<file path="config.mk">
export PLATFORM = sky130hd
export DESIGN_NAME = bcd_calc_engine
export DESIGN_NICKNAME = d
export VERILOG_FILES = /design/src/rtl/bcd_calc_engine.sv
export SDC_FILE = /design/constraint.sdc
export NUM_CORES = 1
export LEC_CHECK = 0
export BUFFER_PORTS_ARGS = -buffer_cell sky130_fd_sc_hd__buf_2
export CAP_MARGIN = 15
export CORE_AREA = 2 2 143 145
export DETAILED_ROUTE_END_ITERATION = 8
export DIE_AREA = 0 0 145 147
export PLACE_DENSITY = 0.6
export REMOVE_ABC_BUFFERS = 1
export SYNTH_ARGS = -nofsm -noshare
export SYNTH_HDL_FRONTEND = slang
export SYNTH_SLANG_ARGS = --single-unit
</file>
<file path="constraint.sdc">
create_clock -name clk -period 4.6 [get_ports clk]
set_input_delay 0.46 -clock clk [delete_from_list [all_inputs] [get_ports clk]]
set_output_delay 0.46 -clock clk [all_outputs]
set_load 0.005 [all_outputs]
</file>
<file path="src/rtl/bcd_calc_engine.sv">
// ---------------------------------------------------------------------------
// bcd_calc_engine
//   Multi-cycle BCD arithmetic sequencer: add, sub, mul, div (quotient) on two
//   DIGITS-wide BCD operands.
//   Flow: capture -> BCD-to-binary (CONV) -> arithmetic (EXEC)
//         -> binary-to-BCD double-dabble (B2BCD) -> one-cycle DONE.
// Ports
//   clk        : system clock, rising edge
//   rstn       : asynchronous active-low reset
//   start      : operation request, sampled only in IDLE
//   op         : 00 add, 01 sub, 10 mul, 11 div
//   a_bcd      : operand A, BCD, MSD in top nibble
//   b_bcd      : operand B, BCD, MSD in top nibble
//   busy       : high while the operation is in flight
//   done       : one-cycle completion pulse
//   result_bcd : 2*DIGITS-digit BCD magnitude, held until next done
//   negative   : sub only, set when A < B
//   err        : 00 ok, 01 divide by zero, 10 invalid BCD digit
// ---------------------------------------------------------------------------
module bcd_calc_engine #(
  parameter int DIGITS = 2
) (
  input  logic                  clk,
  input  logic                  rstn,
  input  logic                  start,
  input  logic [1:0]            op,
  input  logic [4*DIGITS-1:0]   a_bcd,
  input  logic [4*DIGITS-1:0]   b_bcd,
  output logic                  busy,
  output logic                  done,
  output logic [8*DIGITS-1:0]   result_bcd,
  output logic                  negative,
  output logic [1:0]            err
);

  localparam int BW = 4 * DIGITS;
  localparam int RW = 2 * BW;
  localparam int CW = $clog2(RW + 1);

  localparam logic [CW-1:0] CONV_LAST = CW'(DIGITS - 1);
  localparam logic [CW-1:0] EXEC_LAST = CW'(BW - 1);
  localparam logic [CW-1:0] DD_LAST   = CW'(RW - 1);

  localparam logic [1:0] OP_ADD = 2'b00;
  localparam logic [1:0] OP_SUB = 2'b01;
  localparam logic [1:0] OP_MUL = 2'b10;
  localparam logic [1:0] OP_DIV = 2'b11;

  localparam logic [1:0] ERR_OK  = 2'b00;
  localparam logic [1:0] ERR_DIV = 2'b01;
  localparam logic [1:0] ERR_BCD = 2'b10;

  typedef enum logic [2:0] {
    ST_IDLE  = 3'd0,
    ST_CONV  = 3'd1,
    ST_EXEC  = 3'd2,
    ST_B2BCD = 3'd3,
    ST_DONE  = 3'd4
  } state_t;

  // True when any nibble of the operand is outside 0..9.
  function automatic logic bad_bcd(input logic [BW-1:0] v);
    logic bad;
    bad = 1'b0;
    for (int i = 0; i < DIGITS; i++) begin
      bad = bad | (v[4*i +: 4] > 4'd9);
    end
    return bad;
  endfunction

  // Double-dabble pre-shift correction: add 3 to every digit >= 5.
  function automatic logic [RW-1:0] dd_adjust(input logic [RW-1:0] v);
    logic [RW-1:0] r;
    r = v;
    for (int i = 0; i < 2*DIGITS; i++) begin
      if (v[4*i +: 4] >= 4'd5) begin
        r[4*i +: 4] = v[4*i +: 4] + 4'd3;
      end else begin
        r[4*i +: 4] = v[4*i +: 4];
      end
    end
    return r;
  endfunction

  state_t          state_r, state_s;
  logic [1:0]      op_r, op_s;
  logic [BW-1:0]   a_sh_r, a_sh_s;      // captured BCD, shifted MSD-first
  logic [BW-1:0]   b_sh_r, b_sh_s;
  logic [RW-1:0]   a_bin_r, a_bin_s;    // A binary; multiplicand in mul
  logic [BW-1:0]   b_bin_r, b_bin_s;    // B binary; multiplier/divisor
  logic [RW-1:0]   res_r, res_s;        // product / quotient / dabble source
  logic [BW:0]     rem_r, rem_s;        // restoring-division remainder
  logic [RW-1:0]   bcd_r, bcd_s;        // double-dabble BCD accumulator
  logic [CW-1:0]   cnt_r, cnt_s;
  logic            neg_r, neg_s;

  logic [RW-1:0]   result_s;
  logic            negative_s;
  logic [1:0]      err_s;
  logic            busy_s;
  logic            done_s;

  logic [3:0]      a_dig_s, b_dig_s;
  logic [BW-1:0]   a_conv_s, b_conv_s;
  logic [BW:0]     rem_shift_s;
  logic [BW:0]     rem_sub_s;
  logic [BW-1:0]   quot_shift_s;
  logic [RW-1:0]   dd_adj_s;

  // State, datapath and output registers.
  always_ff @(posedge clk or negedge rstn) begin
    if (!rstn) begin
      state_r    <= ST_IDLE;
      op_r       <= 2'b00;
      a_sh_r     <= '0;
      b_sh_r     <= '0;
      a_bin_r    <= '0;
      b_bin_r    <= '0;
      res_r      <= '0;
      rem_r      <= '0;
      bcd_r      <= '0;
      cnt_r      <= '0;
      neg_r      <= 1'b0;
      busy       <= 1'b0;
      done       <= 1'b0;
      result_bcd <= '0;
      negative   <= 1'b0;
      err        <= 2'b00;
    end else begin
      state_r    <= state_s;
      op_r       <= op_s;
      a_sh_r     <= a_sh_s;
      b_sh_r     <= b_sh_s;
      a_bin_r    <= a_bin_s;
      b_bin_r    <= b_bin_s;
      res_r      <= res_s;
      rem_r      <= rem_s;
      bcd_r      <= bcd_s;
      cnt_r      <= cnt_s;
      neg_r      <= neg_s;
      busy       <= busy_s;
      done       <= done_s;
      result_bcd <= result_s;
      negative   <= negative_s;
      err        <= err_s;
    end
  end

  // Next-state and next-datapath logic for the sequencer.
  always_comb begin
    state_s    = state_r;
    op_s       = op_r;
    a_sh_s     = a_sh_r;
    b_sh_s     = b_sh_r;
    a_bin_s    = a_bin_r;
    b_bin_s    = b_bin_r;
    res_s      = res_r;
    rem_s      = rem_r;
    bcd_s      = bcd_r;
    cnt_s      = cnt_r;
    neg_s      = neg_r;
    result_s   = result_bcd;
    negative_s = negative;
    err_s      = err;

    // Shared step values, one per phase.
    a_dig_s      = a_sh_r[BW-1 -: 4];
    b_dig_s      = b_sh_r[BW-1 -: 4];
    a_conv_s     = (a_bin_r[BW-1:0] * BW'(4'd10)) + BW'(a_dig_s);
    b_conv_s     = (b_bin_r * BW'(4'd10)) + BW'(b_dig_s);
    rem_shift_s  = {rem_r[BW-1:0], res_r[BW-1]};
    rem_sub_s    = rem_shift_s - {1'b0, b_bin_r};
    quot_shift_s = res_r[BW-1:0] << 1;
    dd_adj_s     = dd_adjust(bcd_r);

    case (state_r)
      ST_IDLE: begin
        if (start) begin
          op_s    = op;
          a_sh_s  = a_bcd;
          b_sh_s  = b_bcd;
          a_bin_s = '0;
          b_bin_s = '0;
          cnt_s   = '0;
          neg_s   = 1'b0;
          if (bad_bcd(a_bcd) || bad_bcd(b_bcd)) begin
            state_s    = ST_DONE;
            result_s   = '0;
            negative_s = 1'b0;
            err_s      = ERR_BCD;
          end else begin
            state_s = ST_CONV;
          end
        end else begin
          state_s = ST_IDLE;
        end
      end

      ST_CONV: begin
        a_sh_s  = a_sh_r << 4;
        b_sh_s  = b_sh_r << 4;
        a_bin_s = {{BW{1'b0}}, a_conv_s};
        b_bin_s = b_conv_s;
        cnt_s   = cnt_r + CW'(1'b1);
        if (cnt_r == CONV_LAST) begin
          cnt_s = '0;
          rem_s = '0;
          // Quotient register starts as the dividend; product starts at zero.
          if (op_r == OP_DIV) begin
            res_s = {{BW{1'b0}}, a_conv_s};
          end else begin
            res_s = '0;
          end
          if ((op_r == OP_DIV) && (b_conv_s == '0)) begin
            state_s    = ST_DONE;
            result_s   = '0;
            negative_s = 1'b0;
            err_s      = ERR_DIV;
          end else begin
            state_s = ST_EXEC;
          end
        end else begin
          state_s = ST_CONV;
        end
      end

      ST_EXEC: begin
        case (op_r)
          OP_ADD: begin
            res_s   = a_bin_r + {{BW{1'b0}}, b_bin_r};
            cnt_s   = '0;
            bcd_s   = '0;
            state_s = ST_B2BCD;
          end
          OP_SUB: begin
            if (a_bin_r[BW-1:0] < b_bin_r) begin
              res_s = {{BW{1'b0}}, b_bin_r - a_bin_r[BW-1:0]};
              neg_s = 1'b1;
            end else begin
              res_s = {{BW{1'b0}}, a_bin_r[BW-1:0] - b_bin_r};
              neg_s = 1'b0;
            end
            cnt_s   = '0;
            bcd_s   = '0;
            state_s = ST_B2BCD;
          end
          OP_MUL: begin
            if (b_bin_r[0]) begin
              res_s = res_r + a_bin_r;
            end else begin
              res_s = res_r;
            end
            a_bin_s = a_bin_r << 1;
            b_bin_s = b_bin_r >> 1;
            cnt_s   = cnt_r + CW'(1'b1);
            if (cnt_r == EXEC_LAST) begin
              cnt_s   = '0;
              bcd_s   = '0;
              state_s = ST_B2BCD;
            end else begin
              state_s = ST_EXEC;
            end
          end
          OP_DIV: begin
            // Restoring step: keep the trial subtraction only if no borrow.
            if (rem_shift_s >= {1'b0, b_bin_r}) begin
              rem_s = rem_sub_s;
              res_s = {{BW{1'b0}}, quot_shift_s | BW'(1'b1)};
            end else begin
              rem_s = rem_shift_s;
              res_s = {{BW{1'b0}}, quot_shift_s};
            end
            cnt_s = cnt_r + CW'(1'b1);
            if (cnt_r == EXEC_LAST) begin
              cnt_s   = '0;
              bcd_s   = '0;
              state_s = ST_B2BCD;
            end else begin
              state_s = ST_EXEC;
            end
          end
          default: begin
            state_s = ST_IDLE;
          end
        endcase
      end

      ST_B2BCD: begin
        bcd_s = {dd_adj_s[RW-2:0], res_r[RW-1]};
        res_s = res_r << 1;
        cnt_s = cnt_r + CW'(1'b1);
        if (cnt_r == DD_LAST) begin
          state_s    = ST_DONE;
          result_s   = {dd_adj_s[RW-2:0], res_r[RW-1]};
          negative_s = neg_r;
          err_s      = ERR_OK;
        end else begin
          state_s = ST_B2BCD;
        end
      end

      ST_DONE: begin
        state_s = ST_IDLE;
      end

      default: begin
        state_s = ST_IDLE;
      end
    endcase

    done_s = (state_s == ST_DONE);
    busy_s = (state_s == ST_CONV) || (state_s == ST_EXEC) || (state_s == ST_B2BCD);
  end

endmodule

</file>
==> impl_metrics.env, run 1 <==
export IMPL_post_cts_setup_buffer_count=0
export IMPL_required_ps=4890
export IMPL_htreeDepth=3
export IMPL_hold_path_class="primary input to async pin"
export IMPL_place_port_buffers=41
export IMPL_wl_per_cell_um=17.4
export IMPL_setup_violations_final=0
export IMPL_worst_pin_slew_ps=991
export IMPL_p_leak_nw=4.01
export IMPL_cpPeakStageDelay_ps=470
export IMPL_grt_pass1_vias=6390
export IMPL_finalNetCount=1011
export IMPL_clock_fmax_ghz=0.290
export IMPL_slowest_stage="a2111oi_0"
export IMPL_ys_flop_type="dfrtp_1"
export IMPL_antenna_found_initial=0
export IMPL_clock_root_buffer="clkbuf_16"
export IMPL_yosysSeqAreaShare_pct=35.8
export IMPL_crit_type="flop to flop"
export IMPL_syn_avg_cell_area_sq_um=8.89
export IMPL_die_h_um=147
export IMPL_critPathMaxFanout=14
export IMPL_yosysTopAreaCellShare_pct=35.8
export IMPL_cp_arrival_ps=3750
export IMPL_share_comb_of_total_power_pct=61.6
export IMPL_p_int_w=0.00310
export IMPL_drc=0
export IMPL_cts_tree="done"
export IMPL_cts_buffer_depth=2
export IMPL_die_area_sq_um=21300
export IMPL_boundaryPins=42
export IMPL_cts_hold_buf=0
export IMPL_synth_edf_count=0
export IMPL_netlist_area_sq_um=7830
export IMPL_drv_cap=0
export IMPL_ys_warn_count=0
export IMPL_final_cells=1188
export IMPL_antennaDiodeCount=0
export IMPL_fin_skew_ps=15.4
export IMPL_die_w_um=145
export IMPL_period_share_pct=75.1
export IMPL_rows=52
export IMPL_initial_core_util_pct=39.4
export IMPL_drive_gt1_share_pct=10.1
export IMPL_grt_overflow_total=0
export IMPL_grt_pass1_wl_um=34000
export IMPL_synth_top_cells_by_area="dfrtp_1 (36%), ha_1 (11%), nand2_1 (5.9%)"
export IMPL_path_clk_slew_ps=90
export IMPL_p_per_area_nw_per_um2=692
export IMPL_utilization_pct=43.6
export IMPL_antenna_left=0
export IMPL_cp_common_cell="o21ai_0"
export IMPL_routabilityCongestion=0.877
export IMPL_grt_max_degree=49
export IMPL_seqCellArea_sq_um=2800
export IMPL_dp_cells=1172
export IMPL_dp_hpwl_um=15200
export IMPL_async_reset_ff_share_pct=100
export IMPL_switching_power_w=0.00288
export IMPL_power_w=0.00599
export IMPL_tns_ps=0
export IMPL_synthDistinctLibCells=68
export IMPL_pwr_share_seq_pct=24.6
export IMPL_run_status="completed"
export IMPL_first_iter_violations=423
export IMPL_synth_common_cells="nand2_1 (122), dfrtp_1 (112), o21ai_0 (80)"
export IMPL_end_kind="flop"
export IMPL_path_cells="inv_1, nor2_1, buf_4, o21ai_0, ha_1, inv_1, fa_1, nor2b_1, o21ai_0, a21boi_1, o221ai_1, a2111oi_0, a211oi_1, o21ai_0"
export IMPL_insertion_delay_ps=370
export IMPL_n_fill_cell=1935
export IMPL_rsz0062_at_grt="false"
export IMPL_routed_via_density=5.52
export IMPL_area_delta_synth_final_pct=10.6
export IMPL_syn_inst=880
export IMPL_synth_area_leader_cell="dfrtp_1"
export IMPL_vias=6558
export IMPL_synth_seq_cells=112
export IMPL_slew_viol_final=0
export IMPL_cts_buffers=9
export IMPL_cts_resized=0
export IMPL_switching_share_pct=48.2
export IMPL_dp_slack_ps=1230
export IMPL_fin_crit_ps=3450
export IMPL_dr_pass1_iters=5
export IMPL_final_hold_viol_count=0
export IMPL_ir_worst_vdd_mv=0.345
export IMPL_cp_start_kind="flop"
export IMPL_cts_sinks=112
export IMPL_core_sq_um=19800
export IMPL_multiInputGateArea_sq_um=4680
export IMPL_wirelength_um=20700
export IMPL_synthMostInstantiatedCell="nand2_1"
export IMPL_relSlewSlack_pct=33.7
export IMPL_grt_usage_pct=19.9
export IMPL_setup_ws_ps=1150
export IMPL_pwr_share_clk_pct=13.7
metal layers:
metal  share of wire [%]  vias up  global-route usage [%]
li1                    -     3222                       -
met1                  47     3149                    27.2
met2                  47      155                    33.1
met3                 4.2       32                    2.89
met4                 2.0        0                    5.45
met5                   0        -                       0
final cells by class:
cell class | count | share of cell area (%)
Inverter | 52 | 2.26
Multi-Input combinational cell | 680 | 54.1
Clock buffer | 9 | 2.60
Tap cell | 270 | 3.90
Clock inverter | 7 | 0.925
Sequential cell | 112 | 32.4
Timing Repair Buffer | 58 | 3.87
state kept, by name, indices dropped and copies added, names as in the netlist, 3 cells and up:
signal and flops:
result_bcd 16, res_r 16, b_bin_r 8, cnt_r 5, bcd_r 16, a_bin_r 16
state_r 3, rem_r 8, a_sh_r 8, b_sh_r 8
kinds of logic after synthesis:
group | share of synthesized area [%]
AOI/OAI and AO/OA | 22.3
xor gates and xnor gates | 4.46
adders and majority gates | 13.1
buffers and inverters | 4.54
DFF | 35.8
muxes | 3.68
and+or+nand+nor | 16.1
placed cells by master (no fill, tap or decap), types with 13 or more instances in the layout:
cell type  instances
nor3_1            24
buf_4             18
nand2b_1          13
ha_1              69
inv_1             52
xnor2_1           23
dfrtp_1          112
mux2i_1           25
xor2_1            15
a21oi_1           44
a21o_1            19
a22o_1            19
nor2_1            53
nand2_1          122
buf_2             40
o21ai_0           80
power by group through the flow:
| stage | registers (W) | logic (W) | clock network [W] |
|---|---|---|---|
| 3_5_place_dp | 0.00149 | 0.00366 | 0 |
| 3_3_place_gp | 0.00149 | 0.00364 | 0 |
| 2_1_floorplan | 0.00141 | 0.00272 | 0 |
| 4_1_cts | 0.00147 | 0.00368 | 0.000852 |
| 6_report | 0.00147 | 0.00369 | 0.000823 |
| 5_1_grt | 0.00150 | 0.00409 | 0.000885 |
worst max-delay path: cells and delay by family (launching register included):
kind | cells | cell delay [ps]
compound gates | 7 | 1600
fa+ha+maj | 2 | 610
buf+inv | 3 | 550
flops | 1 | 390
simple gates | 2 | 220
worst paths after layout:
path	start	to	slack [ps]	cells past startpoint
max	op_r[1]$_DFFE_PN0P_	res_r[8]$_DFFE_PN0P_	1150	14
min	rstn	op_r[1]$_DFFE_PN0P_	40	1
max reg2reg	op_r[1]$_DFFE_PN0P_	res_r[8]$_DFFE_PN0P_	1150	14
min reg2reg	err[0]$_DFFE_PN0P_	err[0]$_DFFE_PN0P_	480	1
max in group asynchronous	rstn	cnt_r[4]$_DFFE_PN0P_	3580	2
min in group clk	op[0]	op_r[0]$_DFFE_PN0P_	290	3
per-stage QoR:
step | hold slack [ps] | area (sq um)
after floorplan | 164 | 7670
after global placement | 450 | 8350
after detailed placement | 448 | 8350
after CTS | 46.7 | 8650
after global routing | 55.7 | 8650
final | 37.0 | 8650
Note: power is estimated with default switching activity, not from simulation.
==> inputs of run 2 (changes only) <==
--- a/config.mk
+++ b/config.mk
@@ -5,12 +5,13 @@
 export SDC_FILE = /design/constraint.sdc
 export NUM_CORES = 1
 export LEC_CHECK = 0
+export ABC_AREA = 1
 export BUFFER_PORTS_ARGS = -buffer_cell sky130_fd_sc_hd__buf_2
 export CAP_MARGIN = 15
-export CORE_AREA = 2 2 143 145
+export CORE_AREA = 2 2 146 148
 export DETAILED_ROUTE_END_ITERATION = 8
-export DIE_AREA = 0 0 145 147
-export PLACE_DENSITY = 0.6
+export DIE_AREA = 0 0 148 150
+export PLACE_DENSITY = 0.62
 export REMOVE_ABC_BUFFERS = 1
 export SYNTH_ARGS = -nofsm -noshare
 export SYNTH_HDL_FRONTEND = slang
==> constraint.sdc (replaced) <==
create_clock -name clk -period 3.1 [get_ports clk]
set_input_delay 0.31 -clock clk [delete_from_list [all_inputs] [get_ports clk]]
set_output_delay 0.31 -clock clk [all_outputs]
set_load 0.005 [all_outputs]
==> impl_metrics.env, run 2 <==
export IMPL_synth_seq_cells=112
export IMPL_netlist_area_sq_um=8160
export IMPL_ys_warn_count=0
export IMPL_end_kind="flop"
export IMPL_relSlewSlack_pct=52.5
export IMPL_cp_start_kind="flop"
export IMPL_async_reset_ff_share_pct=100
export IMPL_synthMostInstantiatedCell="nand2_1"
export IMPL_antennaDiodeCount=0
export IMPL_syn_avg_cell_area_sq_um=7.21
export IMPL_first_iter_violations=383
export IMPL_wirelength_um=21500
export IMPL_die_w_um=148
export IMPL_boundaryPins=42
export IMPL_critPathMaxFanout=21
export IMPL_slew_viol_final=0
export IMPL_violations="negative hold slack"
export IMPL_synth_common_cells="nand2_1 (285), inv_1 (170), dfrtp_1 (112)"
export IMPL_synth_area_leader_cell="dfrtp_1"
export IMPL_cts_sinks=112
export IMPL_seqCellArea_sq_um=2800
export IMPL_grt_max_degree=50
export IMPL_synth_compound_area_share_pct=15.0
export IMPL_place_port_buffers=41
export IMPL_fin_skew_ps=15.4
export IMPL_crit_type="flop to flop"
export IMPL_p_leak_nw=4.80
export IMPL_synth_edf_count=0
export IMPL_drive_gt1_share_pct=7.78
export IMPL_routed_via_density=5.11
export IMPL_rows=53
export IMPL_grt_pass1_vias=7316
export IMPL_final_hold_viol_count=40
export IMPL_setup_ws_ps=379
export IMPL_reg2reg_slack_ps=380
export IMPL_synthMuxAreaShare_pct=0
export IMPL_syn_inst=1133
export IMPL_multiInputGateArea_sq_um=4580
export IMPL_clock_fmax_ghz=0.367
export IMPL_post_cts_setup_buffer_count=0
export IMPL_cts_tree="done"
export IMPL_clock_root_buffer="clkbuf_16"
export IMPL_grt_pass1_wl_um=36400
export IMPL_ir_worst_vdd_mv=0.682
export IMPL_grt_usage_pct=20.3
export IMPL_finalNetCount=1276
export IMPL_drc=0
export IMPL_synth_top_family_by_area="simple AND/OR/NAND/NOR gates"
export IMPL_tns_ps=0
export IMPL_antenna_found_initial=0
export IMPL_p_per_area_nw_per_um2=1030
export IMPL_drv_cap=0
export IMPL_hold_path_class="primary input to async pin"
export IMPL_wl_met2_um=9830
export IMPL_die_area_sq_um=22200
export IMPL_synthDistinctLibCells=42
export IMPL_run_status="complete, but fails checks"
export IMPL_n_fill_cell=2151
export IMPL_yosysSeqAreaShare_pct=34.3
export IMPL_cts_buffer_depth=2
export IMPL_synth_top_cells_by_area="dfrtp_1 (34%), nand2_1 (13%), ha_1 (11%)"
export IMPL_antenna_left=0
export IMPL_area_delta_synth_final_pct=11.1
export IMPL_cp_arrival_ps=3030
export IMPL_mostFrequentLayoutCells="nand2_1 (285), inv_1 (170), dfrtp_1 (112), nand3_1 (111), nor2_1 (88)"
export IMPL_path_clk_slew_ps=90
export IMPL_cts_resized=0
export IMPL_die_h_um=150
export IMPL_timing_rr_start="b_bin_r[0]$_DFFE_PN0P_"
export IMPL_synth_simple_gate_area_share_pct=26.6
export IMPL_worst_pin_slew_ps=710
export IMPL_cts_buffers=9
export IMPL_period_share_pct=87.8
export IMPL_final_common_cell="nand2_1"
export IMPL_routabilityCongestion=0.889
export IMPL_dp_hpwl_um=16300
export IMPL_vias=7449
export IMPL_wl_per_cell_um=14.8
export IMPL_setup_violations_final=0
export IMPL_grt_overflow_total=0
export IMPL_yosysTopAreaCellShare_pct=34.3
export IMPL_power_w=0.00934
export IMPL_wl_met1_um=10400
export IMPL_maxUsedRoutingLayer="met4"
export IMPL_wl_met3_um=879
export IMPL_initial_core_util_pct=39.5
export IMPL_core_sq_um=20700
export IMPL_holdWs_ps=-38.5
export IMPL_reg2reg_depth=12
export IMPL_cts_hold_buf=0
export IMPL_insertion_delay_ps=370
export IMPL_htreeDepth=3
export IMPL_rsz0062_at_grt="false"
export IMPL_synth_xor_area_share_pct=1.93
export IMPL_dp_slack_ps=422
export IMPL_required_ps=3410
export IMPL_ys_flop_type="dfrtp_1"
export IMPL_r2r_end="result_bcd[5]$_DFFE_PN0P_"
export IMPL_dr_pass1_iters=5
export IMPL_synthAdderAreaFrac_pct=12.5
export IMPL_fin_crit_ps=2720
[run 2: worst max path at each step]
stage                                      start  cells past startpoint                         to
after global routing         op_r[1]$_DFFE_PN0P_                     14      res_r[12]$_DFFE_PN0P_
final                     b_bin_r[0]$_DFFE_PN0P_                     12  result_bcd[5]$_DFFE_PN0P_
after global placement    b_bin_r[3]$_DFFE_PN0P_                     13  result_bcd[8]$_DFFE_PN0P_
after CTS                 b_bin_r[0]$_DFFE_PN0P_                     12  result_bcd[5]$_DFFE_PN0P_
after detailed placement  b_bin_r[3]$_DFFE_PN0P_                     13  result_bcd[5]$_DFFE_PN0P_
after floorplan              op_r[1]$_DFFE_PN0P_                     16       res_r[8]$_DFFE_PN0P_
[run 2: layout make-up]
| cell class | count | area share, % |
|---|---|---|
| inverters | 177 | 7.32 |
| clock inverters | 7 | 1.19 |
| clock buffers | 9 | 2.48 |
| repair buffers | 60 | 3.86 |
| multi-input cells | 818 | 50.5 |
| flip-flops and latches | 112 | 30.9 |
| well taps | 275 | 3.79 |
[run 2: where the power goes]
part | internal, W | switching, W
clock | 0.000659 | 0.000625
combinational | 0.00197 | 0.00389
sequential | 0.00183 | 0.000376
total | 0.00446 | 0.00489
[run 2: critical path, stage by stage (launching register included)]
cell and delay (ps):
dfrtp_1 460, ha_1 330, ha_1 350, nand2_1 70
o21ai_0 300, xor2_1 230, nand3_1 100, nor2_1 130
nand3_1 90, buf_4 230, nand2_4 200, nand2_1 90
nand2_1 60
[run 2: cell families after synthesis]
kind of cell	after synthesis
buffers and inverters	203
adder cells (fa/ha/maj)	77
AO/OA/AOI/OAI	209
flip-flops	112
XOR/XNOR	18
AND/OR/NAND/NOR	514
[run 2: layer usage]
layer  global-route usage, %  vias up
li1                        -     3799
met1                    27.9     3465
met2                    33.4      158
met3                    3.08       27
met4                    5.76        0
met5                       0        -
[run 2: through the flow]
stage / cells / area [sq um] / util [%]
6_report: 1458 / 9070 / 43.8
5_1_grt: 1458 / 9070 / 43.8
4_1_cts: 1458 / 9070 / 43.8
3_5_place_dp: 1442 / 8740 / 42.2
3_3_place_gp: 1442 / 8740 / 42.2
2_1_floorplan: 1107 / 8050 / -
